$ cat config.mk
export PLATFORM = sky130hd
export DESIGN_NAME = multiword_add_seq
export DESIGN_NICKNAME = d
export VERILOG_FILES = /design/src/rtl/multiword_add_seq.sv
export SDC_FILE = /design/constraint.sdc
export NUM_CORES = 1
export LEC_CHECK = 0
export ABC_AREA = 1
export CAP_MARGIN = 20
export CORE_ASPECT_RATIO = 1.1
export CORE_UTILIZATION = 50
export CTS_CLUSTER_SIZE = 20
export DETAILED_ROUTE_END_ITERATION = 8
export PLACE_DENSITY = 0.77
export SYNTH_ARGS = -nofsm -noshare
export SYNTH_HDL_FRONTEND = slang
export SYNTH_SLANG_ARGS = --single-unit
$ cat constraint.sdc
create_clock -name clk -period 5.6 [get_ports clk]
set_clock_uncertainty 0.1 [all_clocks]
set_input_delay 1.12 -clock clk [delete_from_list [all_inputs] [get_ports clk]]
set_output_delay 1.12 -clock clk [all_outputs]
set_load 0.03 [all_outputs]
$ cat src/rtl/multiword_add_seq.sv
// Sequential wide adder: one WORD_W-bit carry-lookahead slice per clock, LSB slice first,
// with the inter-slice carry held in a register. One operation in flight at a time.
module multiword_add_seq #(
    parameter int WORD_W = 8,
    parameter int NSLICE = 4
) (
    input  logic                       clk,
    input  logic                       rst,
    input  logic                       in_valid,
    output logic                       in_ready,
    input  logic [WORD_W*NSLICE-1:0]   a,
    input  logic [WORD_W*NSLICE-1:0]   b,
    input  logic                       cin,
    output logic                       out_valid,
    input  logic                       out_ready,
    output logic [WORD_W*NSLICE-1:0]   sum,
    output logic                       cout,
    output logic                       ovf,
    output logic                       busy
);

    localparam int W     = WORD_W * NSLICE;
    localparam int IDX_W = (NSLICE > 1) ? $clog2(NSLICE) : 1;
    localparam logic [IDX_W-1:0] LAST_IDX = IDX_W'(NSLICE - 1);

    typedef enum logic [1:0] {
        IDLE = 2'd0,
        RUN  = 2'd1,
        DONE = 2'd2
    } state_t;

    state_t             state;
    state_t             state_next;
    logic [W-1:0]       a_q;
    logic [W-1:0]       b_q;
    logic               carry;
    logic [IDX_W-1:0]   idx;
    logic [WORD_W-1:0]  a_slice;
    logic [WORD_W-1:0]  b_slice;
    logic [WORD_W-1:0]  gen;
    logic [WORD_W-1:0]  prop;
    logic [WORD_W:0]    chain;
    logic [WORD_W-1:0]  slice_sum;

    // A transfer happens on a rising edge where valid and ready are both high; valid,
    // once raised, must hold with stable data until that edge. Ready never depends on valid.
    assign in_ready  = (state == IDLE);
    assign out_valid = (state == DONE);
    assign busy      = (state == RUN) || (state == DONE);

    always_ff @(posedge clk) begin
        if (rst) begin
            state <= IDLE;
        end else begin
            state <= state_next;
        end
    end

    always_comb begin
        state_next = state;
        case (state)
            IDLE:    if (in_valid) state_next = RUN;
            RUN:     if (idx == LAST_IDX) state_next = DONE;
            DONE:    if (out_ready) state_next = IDLE;
            default: state_next = IDLE;
        endcase
    end

    // Carry chain written as the g/p recurrence; it flattens into lookahead logic per slice.
    always_comb begin
        a_slice = '0;
        b_slice = '0;
        for (int i = 0; i < NSLICE; i++) begin
            if (idx == IDX_W'(i)) begin
                a_slice = a_q[i*WORD_W +: WORD_W];
                b_slice = b_q[i*WORD_W +: WORD_W];
            end
        end
        gen      = a_slice & b_slice;
        prop     = a_slice ^ b_slice;
        chain    = '0;
        chain[0] = carry;
        for (int i = 0; i < WORD_W; i++) begin
            chain[i+1] = gen[i] | (prop[i] & chain[i]);
        end
        slice_sum = prop ^ chain[WORD_W-1:0];
    end

    always_ff @(posedge clk) begin
        if (rst) begin
            a_q   <= '0;
            b_q   <= '0;
            carry <= 1'b0;
            idx   <= '0;
            sum   <= '0;
            cout  <= 1'b0;
            ovf   <= 1'b0;
        end else begin
            case (state)
                IDLE: begin
                    if (in_valid && in_ready) begin
                        a_q   <= a;
                        b_q   <= b;
                        carry <= cin;
                        idx   <= '0;
                    end
                end
                RUN: begin
                    for (int i = 0; i < NSLICE; i++) begin
                        if (idx == IDX_W'(i)) sum[i*WORD_W +: WORD_W] <= slice_sum;
                    end
                    carry <= chain[WORD_W];
                    // Final slice: its MSB carries decide signed overflow of the whole word.
                    if (idx == LAST_IDX) begin
                        cout <= chain[WORD_W];
                        ovf  <= chain[WORD_W-1] ^ chain[WORD_W];
                    end else begin
                        idx <= idx + 1'b1;
                    end
                end
                default: ;
            endcase
        end
    end

endmodule
Word-level counts from Yosys, hierarchy flattened
Index checks and enable logic that the tools add are counted.
{"block": "word_totals", "ff_bits": 103, "in_bits": 69, "output_inout_bits": 37, "wordCells": 72}
{"block": "op_classes", "n_addsub": 1, "n_eq_ne": 10, "muxes": 17, "bitwise": 20, "reduce_logical": 13}
{"cell": "8-bit two-way mux", "count": 8}
{"cell": "8-bit bitwise XOR", "count": 2}
{"cell": "2-bit AND reduction", "count": 6}
{"cell": "2-bit two-way mux", "count": 5}
{"cell": "1-bit bitwise AND", "count": 8}
{"cell": "8-bit bitwise AND", "count": 1}
{"cell": "1-bit OR", "count": 8}
{"cell": "2-bit equality test (second input constant)", "count": 3}
{"cell": "2-bit by 1-bit != test with 1-bit output (second input constant)", "count": 3}
{"cell": "2-bit case mux with 3 select lines", "count": 1}
{"cell": "3-bit AND reduction", "count": 2}
{"cell": "2-bit by 1-bit equality test with 1-bit output (second input constant)", "count": 2}
{"cell": "2-bit zero test", "count": 2}
{"cell": "2-bit != test (second input constant)", "count": 2}
{"cell": "2-bit case mux with 2 select lines", "count": 1}
{"cell": "2-bit by 1-bit adder with 2-bit output (second input constant)", "count": 1}
{"cell": "1-bit case mux with 2 select lines", "count": 1}
{"cell": "2-bit nonzero test", "count": 1}
{"cell": "1-bit logical AND", "count": 1}
{"cell": "1-bit logical OR", "count": 1}
{"cell": "1-bit two-way mux", "count": 1}
{"cell": "1-bit bitwise XOR", "count": 1}

Logic depth before layout (Yosys ltp)
{"block": "logic_depth", "word_depth": 23, "ltp_mapped": 22, "depth_no_buf": 21}

Worst setup path after synthesis
OpenSTA, ideal clock, no wires.
{"block": "synth_timing", "kind": "reg-to-reg", "start": "register idx[0]", "end": "register sum[15]", "setup_ns": 0.116, "t_arrival_ns": 3.984, "required_ns": 5.384, "slack_ns": 1.400, "path_stages_with_launch": 20, "n_path_buf": 2, "cell_sequence": "dfxtp_1 > inv_1 > ha_1 > buf_4 > inv_2 > buf_4 > nand3_1 > a21oi_1 > fa_1 > fa_1 > fa_1 > inv_1 > fa_1 > fa_1 > fa_1 > fa_1 > inv_1 > fa_1 > o21ai_0 > nor2_1"}
{"block": "synth_via", "elab_chain_len": 21, "word_cells_on_any_way": 30}
{"item": "start, declared", "line": "37", "text": "logic [IDX_W-1:0] idx;"}
{"item": "start signal, assigned", "line": "118", "text": "idx <= idx + 1'b1;"}
{"item": "2-bit zero test", "line": "74", "text": "if (idx == IDX_W'(i)) begin"}
{"item": "8-bit two-way mux (4 in a row)", "line": "74"}
{"item": "8-bit bitwise XOR", "line": "80", "text": "prop = a_slice ^ b_slice;"}
{"item": "1-bit bitwise AND", "line": "84", "text": "chain[i+1] = gen[i] | (prop[i] & chain[i]);"}
{"item": "1-bit OR", "line": "84"}
{"item": "1-bit bitwise AND", "line": "84"}
{"item": "1-bit OR", "line": "84"}
{"item": "1-bit bitwise AND", "line": "84"}
{"item": "[3 not listed]"}
{"item": "1-bit bitwise AND", "line": "84"}
{"item": "1-bit OR", "line": "84"}
{"item": "1-bit bitwise AND", "line": "84"}
{"item": "1-bit OR", "line": "84"}
{"item": "1-bit bitwise AND", "line": "84"}
{"item": "1-bit OR", "line": "84"}
{"item": "8-bit bitwise XOR *", "line": "86", "text": "slice_sum = prop ^ chain[WORD_W-1:0];"}
{"item": "named net slice_sum[7]", "line": "43", "text": "logic [WORD_W-1:0] slice_sum;"}
{"item": "end signal, assigned by index", "line": "110", "text": "if (idx == IDX_W'(i)) sum[i*WORD_W +: WORD_W] <= slice_sum;"}
{"item": "end, declared", "line": "16", "text": "output logic [WORD_W*NSLICE-1:0] sum,"}
The timed path passes the listed nets; every way through them passes the cells marked *.
A chain may end at the register's enable or synchronous reset.

Worst setup path after layout
{"block": "layout_timing", "start": "register idx[1]", "end": "register sum[15]"}
The elaborated chain is that of the path after synthesis.

==> metrics <==
status finished, final reports clean; n_diodes 0; post-CTS setup buffer count 0; Yosys warning count 0; WL final roughly 11,000 um; worst endpoint required time 5.77 ns; Net Sw Power about 0.0011 W; Max Clock Freq approximately 210 MHz; count leader, synth nor2_1; routed via count approximately 4.0k; H-tree depth 3; final antenna-violating net count 0; startpoint types flop; Chip Width around 92 um; RSZ-0062 raised after global routing false; setup violators final 0; Tmin final about 4.8 ns; Worst path max stage delay 0.57 ns; core area between 8000 and 9000 um^2; WP depth 18; area leader, netlist dfxtp_1; Worst Reg-to-Reg Cells 18; top cells by count, synth nor2_1, dfxtp_1, o21ai_0; Seq pwr share 37.7%; Seq/Total Area, Yosys a little under half; Post-CTS Resized 0; Post-Syn Instances roughly 600; clock-pin transition on the worst setup and hold timing paths 0.10 ns; Final Hold Viols 0; RD Place Congestion approximately 0.89; largest cells by area after synthesis dfxtp_1, nor2_1, o21ai_0; crit-path cells inv_1, ha_1, inv_2, nand2_1, nand3_1, a21oi_1, fa_1, fa_1, fa_1, inv_1, fa_1, fa_1, fa_1, fa_1, inv_1, fa_1, o21ai_0, nor2_1; leakage ~2.3 nW; Finished Layout Cells ~800; Syn-to-layout area delta 26.66%; worst r2r dst sum[15]; CP Capture Type flop; switching portion of total power 42.12%; maximum vdd drop around 0.43 mV; Top delay family on crit path adder cells; asr flop ratio synth 0%; aggregate global routing overflow 0; Starting Density around 52%; clock network power share between 15 and 20%; Internal Power about 0.0016 W; Post-Syn Area 4482 um^2; Die Span Y about 100 um; vias per inst approximately 5; initial antenna violation count 0; Die Area 9346 um^2; first-pass GRT wire length 18,430 um; fin crit share 85.08%; 1st-iter DRT viols approximately 150; Critical Path AT a little under 5 ns; setup TNS 0 ns; FF-to-FF setup slack approximately 0.84 ns; Mapped Avg Cell Area approximately 7.5 um^2; Hold Path Class reg2reg; WL per Instance roughly 14 um; HPWL after detailed placement between 8000 and 9000 um; critical path fanouts, max 15; CP endpoint sum[15]; IO Count between 100 and 150; pwr dens 476.4 nW/um^2; #FFs+latches synth around 100; drt first pass iters 5; Sink Count 103; share of layout cells above drive strength 1 5.727%; clock latency on the worst-skew pair 0.37 ns; number of global-route vias before repair between 3k and 4k; Netlist cell types 30; Worst-Margin Slew approximately 0.75 ns; largest net degree at the start of global routing between 60 and 70; Placed Cells incl. Taps approximately 780; overall routing resource usage 25.31%; top-area cell type share of the netlist area between 40 and 50%; worst r2r src idx[1]; total CTS buffers 9; max_slew headroom about 50%; WP buf/inv 4; Cell Rows 35; Min-Delay Path Depth 2; worst hold slack roughly 0.40 ns; cell mode on critical path fa_1; IO Port Bufs between 100 and 150; number of synthesized flops with an enable pin 0; CTS tree done; ys flop type dfxtp_1; Final nets 760; Post-Syn Nets approximately 680; Max Cap Violations 0; clk root buf clkbuf_8; DRC 0; Comb pwr share between 40% and 50%; CP Class reg2reg; Max Slew Vio Count 0; CP startpoint idx[1]; Max Root-Sink Buffers 2; Critical-path top delay cell ha_1; cts hold-fix bufs 0
[metal layers]
| metal | vias up | track usage, % | wire [um] |
|---|---|---|---|
| met3 | 15 | 4.505 | 620 |
| met4 | 0 | 7.452 | 182 |
| met5 | - | 0 | 0 |
| li1 | 2087 | - | - |
| met2 | 114 | 44.26 | 5420 |
| met1 | 1805 | 32.11 | 4978 |
[power groups by stage]
stage          logic (W)  clock network, W  registers, W
6_report         0.00120          0.000481       0.00102
5_1_grt          0.00135          0.000517       0.00104
2_1_floorplan   0.000798                 0       0.00106
4_1_cts          0.00120          0.000485       0.00102
3_5_place_dp     0.00119                 0       0.00104
3_3_place_gp     0.00117                 0       0.00103
[registers in the layout, indices dropped and copies added, names as in the netlist]
name	count
ovf	1
idx	2
sum	32
a_q	32
state	2
b_q	32
carry	1
cout	1
[layout by cell type (no fill, tap or decap), types with 2 or more instances in the layout]
cell and count:
o21ai_2 2, a21boi_1 2, nand3_1 6, a21oi_1 40
a21oi_2 2, or2_2 4, clkdlybuf4s50_1 105, o21ai_0 99
o21ai_1 5, inv_1 17, buf_4 2, dfxtp_1 103
a21o_1 5, inv_2 6, inv_6 3, nand2_1 65
nand2_2 5, nor2_1 171, ha_1 7, clkbuf_8 9
fa_1 8, o211ai_1 4
[metrics by stage]
stage	power (W)	area, um^2	setup slack [ns]	utilization [%]
2_1_floorplan	0.001856	4482	1.400	-
3_3_place_gp	0.002202	5455	1.045	63.88
3_5_place_dp	0.002230	5455	0.8877	63.88
4_1_cts	0.002700	5657	0.8572	66.24
5_1_grt	0.002904	5677	0.5652	66.48
6_report	0.002704	5677	0.8358	66.48
[worst min path at each step]
stage	startpoint	to	slack, ns
3_5_place_dp	a_q[11]	a_q[11]	0.37
3_3_place_gp	sum[17]	sum[17]	0.37
5_1_grt	a_q[11]	a_q[11]	0.42
4_1_cts	sum[26]	sum[26]	0.40
2_1_floorplan	b_q[15]	b_q[15]	0.33
6_report	b_q[27]	b_q[27]	0.40
[cell families (layout without fill, tap and decap cells)]
logic type	count (synthesis)	in the layout	synth area share, %
compound gates	160	160	18.87
xor+xnor	1	1	0.1955
fa+ha+maj	15	15	5.527
buf+inv	62	148	7.175
flops	103	103	46.01
simple gates	254	254	22.22
[tightest hold or removal path, delay by kind of cell, from the launching register on]
family | cells | cell delay (ns)
flops | 1 | 0.34
simple gates | 2 | 0.13
[layout make-up]
| type | count | area, um^2 |
|---|---|---|
| clock inverter | 7 | 77.57 |
| fill | 758 | 2863 |
| clock buffer | 9 | 123.9 |
| inverter | 24 | 90.09 |
| multi-input combinational | 430 | 2098 |
| timing repair buffer | 108 | 1086 |
| tap | 111 | 138.9 |
| sequential | 103 | 2062 |
(Power assumes the default switching activity.)
